File: config.mk
export PLATFORM = sky130hd
export DESIGN_NAME = bundle_loop_sequencer
export DESIGN_NICKNAME = d
export VERILOG_FILES = /design/src/rtl/bundle_loop_sequencer.sv
export SDC_FILE = /design/constraint.sdc
export NUM_CORES = 1
export LEC_CHECK = 0
export ABC_AREA = 1
export CORE_UTILIZATION = 59
export CTS_BUF_LIST = sky130_fd_sc_hd__clkbuf_8
export CTS_CLUSTER_SIZE = 16
export DETAILED_ROUTE_END_ITERATION = 7
export HOLD_SLACK_MARGIN = 0.05
export PLACE_DENSITY = 0.87
export SLEW_MARGIN = 5
export SYNTH_ARGS = -nofsm -noshare
export SYNTH_HDL_FRONTEND = slang
export SYNTH_SLANG_ARGS = --single-unit
export TNS_END_PERCENT = 50
File: constraint.sdc
create_clock -name clk -period 5.5 [get_ports clk]
set_clock_uncertainty 0.1 [all_clocks]
set_input_delay 1.1 -clock clk [delete_from_list [all_inputs] [get_ports clk]]
set_output_delay 1.1 -clock clk [all_outputs]
set_load 0.02 [all_outputs]
File: src/rtl/bundle_loop_sequencer.sv
// Back-pressured nested-loop scheduler for writeback bundles: fetches each bundle descriptor
// and walks (ib,ip,it,in,il,iwkw2) one beat per handshake. `LOOP_SEQ_PREFETCH_EN adds a shadow descriptor.
module bundle_loop_sequencer #(
    parameter  int WIDTH         = 32,
    parameter  int SRAM_RD_DEPTH = 8,
    localparam int BW            = $clog2(SRAM_RD_DEPTH)
) (
    input  logic               clk,
    input  logic               rstn,
    input  logic               start,
    input  logic [BW-1:0]      n_bundles_1,
    output logic               desc_rd_en,
    output logic [BW-1:0]      desc_rd_addr,
    input  logic [5*WIDTH-1:0] desc_rd_data,
    output logic               m_valid,
    input  logic               m_ready,
    output logic [WIDTH-1:0]   m_ib,
    output logic [WIDTH-1:0]   m_ip,
    output logic [WIDTH-1:0]   m_it,
    output logic [WIDTH-1:0]   m_in,
    output logic [WIDTH-1:0]   m_il,
    output logic [WIDTH-1:0]   m_iwkw2,
    output logic               m_last,
    output logic               busy,
    output logic               done
);

    typedef enum logic [2:0] {S_IDLE, S_FETCH, S_WAIT, S_RUN, S_DONE} state_t;

    // Field order matches the descriptor word, MSB first.
    typedef struct packed {
        logic [WIDTH-1:0] wkw2;
        logic [WIDTH-1:0] l;
        logic [WIDTH-1:0] n;
        logic [WIDTH-1:0] t;
        logic [WIDTH-1:0] p;
    } loop_t;

    state_t        state_q, state_d;
    logic [BW-1:0] ib_q, ib_d, nb_q, nb_d;
    loop_t         max_q, max_d, idx_q, idx_d, idx_nxt;
    logic          hs, inner_final, last_bundle;

`ifdef LOOP_SEQ_PREFETCH_EN
    loop_t shadow_q, shadow_d;
    logic  first_q, first_d, pf_pend_q, pf_pend_d;
`endif

    assign hs          = (state_q == S_RUN) && m_ready;
    assign inner_final = (idx_q == max_q);
    assign last_bundle = (ib_q == nb_q);

    // Innermost-first odometer; equality compare only so maxes are never exceeded.
    always_comb begin
        idx_nxt = idx_q;
        if (idx_q.wkw2 != max_q.wkw2) begin
            idx_nxt.wkw2 = idx_q.wkw2 + WIDTH'(1);
        end else begin
            idx_nxt.wkw2 = '0;
            if (idx_q.l != max_q.l) begin
                idx_nxt.l = idx_q.l + WIDTH'(1);
            end else begin
                idx_nxt.l = '0;
                if (idx_q.n != max_q.n) begin
                    idx_nxt.n = idx_q.n + WIDTH'(1);
                end else begin
                    idx_nxt.n = '0;
                    if (idx_q.t != max_q.t) begin
                        idx_nxt.t = idx_q.t + WIDTH'(1);
                    end else begin
                        idx_nxt.t = '0;
                        idx_nxt.p = (idx_q.p != max_q.p) ? idx_q.p + WIDTH'(1) : '0;
                    end
                end
            end
        end
    end

    always_comb begin
        state_d      = state_q;
        ib_d         = ib_q;
        nb_d         = nb_q;
        max_d        = max_q;
        idx_d        = idx_q;
        desc_rd_en   = 1'b0;
        desc_rd_addr = '0;
`ifdef LOOP_SEQ_PREFETCH_EN
        shadow_d  = shadow_q;
        first_d   = first_q;
        pf_pend_d = pf_pend_q;
        if (pf_pend_q) begin
            shadow_d  = loop_t'(desc_rd_data);
            pf_pend_d = 1'b0;
        end
`endif
        case (state_q)
            S_IDLE: begin
                if (start) begin
                    state_d = S_FETCH;
                    nb_d    = n_bundles_1;
                    ib_d    = '0;
                    idx_d   = '0;
                end
            end
            S_FETCH: begin
                desc_rd_en   = 1'b1;
                desc_rd_addr = ib_q;
                state_d      = S_WAIT;
            end
            S_WAIT: begin
                max_d   = loop_t'(desc_rd_data);
                idx_d   = '0;
                state_d = S_RUN;
`ifdef LOOP_SEQ_PREFETCH_EN
                first_d   = 1'b1;
                pf_pend_d = 1'b0;
`endif
            end
            S_RUN: begin
                if (hs) begin
                    if (inner_final && last_bundle) begin
                        state_d = S_DONE;
                    end else if (inner_final) begin
                        ib_d  = ib_q + BW'(1);
                        idx_d = '0;
`ifdef LOOP_SEQ_PREFETCH_EN
                        if (first_q) begin
                            // Single-beat bundle: no earlier handshake to hide the read behind.
                            desc_rd_en   = 1'b1;
                            desc_rd_addr = ib_q + BW'(1);
                            state_d      = S_WAIT;
                        end else begin
                            // Read data may still be on the bus if it was issued last cycle.
                            max_d     = pf_pend_q ? loop_t'(desc_rd_data) : shadow_q;
                            first_d   = 1'b1;
                            pf_pend_d = 1'b0;
                        end
`else
                        state_d = S_FETCH;
`endif
                    end else begin
                        idx_d = idx_nxt;
`ifdef LOOP_SEQ_PREFETCH_EN
                        if (first_q) begin
                            first_d = 1'b0;
                            if (!last_bundle) begin
                                desc_rd_en   = 1'b1;
                                desc_rd_addr = ib_q + BW'(1);
                                pf_pend_d    = 1'b1;
                            end
                        end
`endif
                    end
                end
            end
            S_DONE:  state_d = S_IDLE;
            default: state_d = S_IDLE;
        endcase
    end

    always_ff @(posedge clk or negedge rstn) begin
        if (!rstn) begin
            state_q <= S_IDLE;
            ib_q    <= '0;
            nb_q    <= '0;
            max_q   <= '0;
            idx_q   <= '0;
        end else begin
            state_q <= state_d;
            ib_q    <= ib_d;
            nb_q    <= nb_d;
            max_q   <= max_d;
            idx_q   <= idx_d;
        end
    end

`ifdef LOOP_SEQ_PREFETCH_EN
    always_ff @(posedge clk or negedge rstn) begin
        if (!rstn) begin
            shadow_q  <= '0;
            first_q   <= 1'b0;
            pf_pend_q <= 1'b0;
        end else begin
            shadow_q  <= shadow_d;
            first_q   <= first_d;
            pf_pend_q <= pf_pend_d;
        end
    end
`endif

    assign m_valid = (state_q == S_RUN);
    assign m_last  = m_valid && inner_final && last_bundle;
    assign busy    = (state_q == S_FETCH) || (state_q == S_WAIT) || (state_q == S_RUN);
    assign done    = (state_q == S_DONE);
    assign m_ib    = WIDTH'(ib_q);
    assign m_ip    = idx_q.p;
    assign m_it    = idx_q.t;
    assign m_in    = idx_q.n;
    assign m_il    = idx_q.l;
    assign m_iwkw2 = idx_q.wkw2;

endmodule

## Word-level counts from Yosys, hierarchy flattened

Cells that the tools add are included.

| word-level totals | value |
|---|---|
| word-level logic and storage cells | 82 |
| memory bits (read-only) | 0 |
| input bits | 167 |
| bits in latches | 0 |
| memories | 0 |
| RAM bits | 0 |
| output and inout bits | 200 |
| bits in registers | 329 |

| operators by class | value |
|---|---|
| $lt $le $gt $ge | 0 |
| shift-type cells | 0 |
| divide/modulo/power cells | 0 |
| bitwise gates (word level) | 0 |
| reduce and logical (&&, ||, !) cells | 17 |
| mux-type cells | 26 |
| add/subtract/negate cells | 6 |
| eq/ne operators | 20 |
| $mul | 0 |

Operators with widths:

| cell | number |
|---|---|
| 160-bit 2-to-1 mux | 4 |
| 160-bit case mux with 3 select lines | 1 |
| 32-bit 2-to-1 mux | 6 |
| 32-bit by 1-bit adder with 32-bit output (second input constant) | 5 |
| 160-bit == test | 1 |
| 32-bit != test | 5 |
| 128-bit 2-to-1 mux | 1 |
| 96-bit 2-to-1 mux | 1 |
| 64-bit 2-to-1 mux | 1 |
| 3-bit 2-to-1 mux | 9 |
| 3-bit != test (second input constant) | 4 |
| 3-bit case mux with 4 select lines | 1 |
| 5-bit AND reduction | 2 |
| 8-bit AND reduction | 1 |
| 7-bit AND reduction | 1 |
| 3-bit by 2-bit == test with 1-bit output (second input constant) | 2 |
| 3-bit case mux with 2 select lines | 1 |
| 6-bit AND reduction | 1 |
| 1-bit logical AND | 4 |
| 2-bit by 1-bit != test with 1-bit output (second input constant) | 2 |
| 2-bit != test (second input constant) | 2 |
| 4-bit AND reduction | 1 |
| 3-bit by 1-bit adder with 3-bit output (second input constant) | 1 |
| 3-bit by 1-bit == test with 1-bit output (second input constant) | 1 |
| 10 further kinds | 11 |

## Logic depth before layout (Yosys ltp)

| depth | value |
|---|---|
| word-level depth | 10 |
| depth in mapped cells | 19 |
| gate-level depth less buffers | 17 |

## Least setup slack after synthesis

OpenSTA, ideal clock, no wires.

| path | value |
|---|---|
| path kind | register to output |
| start | register idx_q, in the netlist m_iwkw2[23] |
| end | output port m_last |
| stages on the path, launching flop included | 14 |
| path slack | 2573 ps |
| arrival time | 1727 ps |
| path buffers | 1 |
| path through | dfrtp_1 > buf_2 > inv_1 > nand2_1 > nand2_1 > nor2_1 > nand2_1 > nor2_1 > nand2_1 > nor2_4 > nand2_1 > nor2_2 > nand4_4 > inv_1 |

| on the way | value |
|---|---|
| cells in the longest elaborated chain, start to end | 3 |

RTL lines:

| item | RTL line | RTL |
|---|---|---|
| start, declared | 41 | `loop_t max_q, max_d, idx_q, idx_d, idx_nxt;` |
| start signal, assigned | 173 | `idx_q <= idx_d;` |
| 160-bit == test | 50 | `assign inner_final = (idx_q == max_q);` |
| 1-bit logical AND (2 in a row) | 192 | `assign m_last = m_valid && inner_final && last_bundle;` |
| end, declared | 23 | `output logic m_last,` |

No other way between the ends.

## Final worst setup path

| path | value |
|---|---|
| start | register state_q[1] |
| end | output port busy |

| on the way | value |
|---|---|
| cells in the longest elaborated chain, start to end | 3 |
| elaborated cells between the ends (all ways) | 5 |
| those cells by class | eq/ne (3); reduce/logical (2) |

RTL lines:

| item | RTL line | RTL |
|---|---|---|
| start, declared | 39 | `state_t state_q, state_d;` |
| start signal, assigned | 169 | `state_q <= state_d;` |
| 3-bit by 1-bit == test with 1-bit output or 3-bit by 2-bit == test with 1-bit output (tied branches) | 193 | `assign busy = (state_q == S_FETCH) \|\| (state_q == S_WAIT) \|\| (state_q == S_RUN);` |
| 1-bit logical OR | 193 |  |
| 1-bit logical OR * | 193 |  |
| end, declared | 24 | `output logic busy,` |

Mark *: on every way between the ends. The rest lies on a longest branch, timed or not.

==> flow_summary.yaml <==
cells_and_area:
  synthToLayoutAreaGrowth_pct: 22.5
  final_common_cell: "nand2_1"
  seq_area_um2: 8230
  drive_above_1_share_pct: 7.74
  nNetsFinal: 3218
  fin_util_pct: 73.4
  fillers: 2628
  multi_input_area_um2: 10100
  layout_common_cells: "931 x nand2_1, 362 x nor2_1, 336 x clkdlybuf4s50_1"
sta:
  tns_ns: 0
  period_share_pct: 84.6
  fmax_ghz: 0.215
  fin_crit_ns: 4.65
  slew_headroom_pct: 26.8
  max_slew.worst_pin.slew_ns: 1.09
  report.final.slew_viol_count: 0
  grt_setup_unrepaired: "false"
  setup_viol: 0
  hold_viol_final: 0
logic_synthesis:
  syn-cell-area_um2: 20100
  synth_top_flop_cell: "dfrtp_1"
  synth_cell_types: 44
  synth-edff-count: 0
  synthArstFlopShare_pct: 100
  yosysWarnings: 0
  synth.avg_cell_area_um2: 7.32
  syn_inst: 2743
  ys_ff_latch: 329
  ys_seq_area_share_pct: 41.0
floorplan:
  die-area_um2: 34800
  fp.coreArea_um2: 33500
  rows: 67
  die_h_um: 187
  start_util_pct: 59.9
  ios: 367
  die_w_um: 187
clock_tree:
  clock_sinks: 329
  ctsResizeCount: 0
  clock_path_buffers: 3
  clk_pin_slew_ns: 0.06
  htree_levels: 2
  clock-root-buffer: "clkbuf_8"
  worstSkewPairLatency_ns: 0.64
  cts_tree: "built"
  hold_buffers: 0
  cts_buffers: 56
  post_cts_buffers: 0
setup_path:
  worst_ep_arrival_time_ns: 3.45
  critPathMaxFanout: 13
  crit_required_ns: 4.30
  end_kind: "output port"
  critical_path_class: "register to output port"
  startpoint_type: "register"
placement:
  io_buffers: 337
  hpwlAfterDp_um: 42900
  gp_congestion: 0.982
routing:
  wl_um: 58800
  drt_iter0_drc: 1483
  ant_nets: 0
  vias: 18989
  post_drt_wl_per_cell_um: 16.6
  drc: 0
  dr.pass1.iters: 5
  viasPerCell: 5.37
global_route:
  grt_pass1_vias: 18744
  overflow: 0
  grt_start_max_net_pins: 102
  antenna_found_initial: 3
  grt_pass1_wl_um: 95500
  grt.total_usage_pct: 33.9
min_path:
  hp-class: "input pin to asynchronous set/reset pin"
power_and_ir_drop:
  p_leak_nw: 11.4
  ir_worst_vdd_uv: 172
  p_per_area_nw_per_um2: 218
run:
  maxCapViolCount: 0
run_status:
  outcome: "finished, final reports clean"
Yosys cell counts (3+ instances only):
library cell	instances	area [µm²]
a21oi_1	90	450
buf_1	8	30.0
buf_2	33	165
buf_4	31	233
buf_6	18	203
clkbuf_1	27	101
clkbuf_2	14	70.1
dfrtp_1	329	8230
ha_1	6	75.1
inv_1	262	983
inv_2	21	78.8
mux2_2	79	890
nand2_1	932	3500
nand2_4	3	33.8
nand3_1	56	280
nand3_2	3	30.0
nand3_4	3	52.6
nand4_1	58	363
nor2_1	362	1360
nor2_2	10	62.6
nor2_4	3	33.8
nor3_1	81	405
nor3_2	4	40.0
nor3b_1	5	37.5
nor4_1	24	150
o21ai_0	37	185
o21ai_1	21	105
or2_2	6	37.5
xnor2_1	72	631
xor2_1	126	1100
where the power goes:
| part | leakage [nW] | switching (W) | internal (W) | total [W] |
|---|---|---|---|---|
| Combinational | 6.55 | 0.000248 | 0.000240 | 0.000488 |
| Clock | 0.673 | 0.00105 | 0.00125 | 0.00230 |
| Sequential | 4.21 | 0.0000726 | 0.00250 | 0.00257 |
| Total | 11.4 | 0.00137 | 0.00399 | 0.00536 |
cell type report:
cell class,instances,area share (%)
timing repair buffer,347,14.1
clock inverter,31,0.758
tap,448,2.28
clock buffer,71,3.97
multi-input combinational,2026,41.0
inverter,285,4.37
antenna,2,0.0203
sequential,329,33.5
per-stage QoR:
stage	cells	hold WS (ns)	total power (W)	worst slack (ns)	cell area (µm²)
final	3539	0.358	0.00536	0.846	24600
after global routing	3539	0.436	0.00557	0.710	24600
after CTS	3537	0.423	0.00540	0.911	24600
after detailed placement	3435	0.414	0.00310	1.46	23400
after global placement	3435	0.404	0.00308	1.54	23400
after floorplan	2771	0.395	0.00285	2.57	20200
per-layer routing:
layer,GRT usage (%),up-vias,share of wire (%)
met2,56.4,778,48
met3,8.22,154,8.0
met1,42.3,8979,40
met4,14.2,2,3.8
met5,0,-,0.022
li1,-,9076,-
final timing paths:
path	cells after the start	startpoint	to	slack (ns)
worst max-delay path	5	state_q[1]$_DFFE_PN0P_	busy	0.85
worst min-delay path	1	rstn	m_iwkw2[7]$_DFFE_PN0P_	0.36
worst max register to register	10	state_q[1]$_DFFE_PN0P_	m_it[23]$_DFFE_PN0P_	1.31
worst min register to register	1	max_q[81]$_DFFE_PN0P_	max_q[81]$_DFFE_PN0P_	0.43
max in group asynchronous	2	rstn	max_q[12]$_DFFE_PN0P_	3.57
min in group clk	1	max_q[81]$_DFFE_PN0P_	max_q[81]$_DFFE_PN0P_	0.43
kinds of logic (layout without fill, tap and decap cells):
family | after synthesis | after routing | synth area share (%)
xor gates and xnor gates | 198 | 198 | 8.63
and+or+nand+nor | 1560 | 1560 | 32.3
buffers and inverters | 416 | 734 | 9.34
DFF | 329 | 329 | 41.0
other | 1 | 31 | 0.0187
adders and majority gates | 6 | 6 | 0.374
muxes | 79 | 79 | 4.43
AOI/OAI and AO/OA | 154 | 154 | 3.91
state kept, by name, indices dropped and copies added (netlist names):
name and flops:
m_it 32, nb_q 3, max_q 160, m_ip 32, m_iwkw2 32, m_in 32, state_q 3, m_il 32
ib_q 3
worst max-delay path, cell delays in order, from the launching register on:
cell and delay (ns):
dfrtp_1 0.48, inv_1 0.11, nor3_2 0.80, inv_1 0.57, nand2_1 0.19, clkdlybuf4s50_1 0.67
No activity file was read; power rests on OpenSTA's default activity.
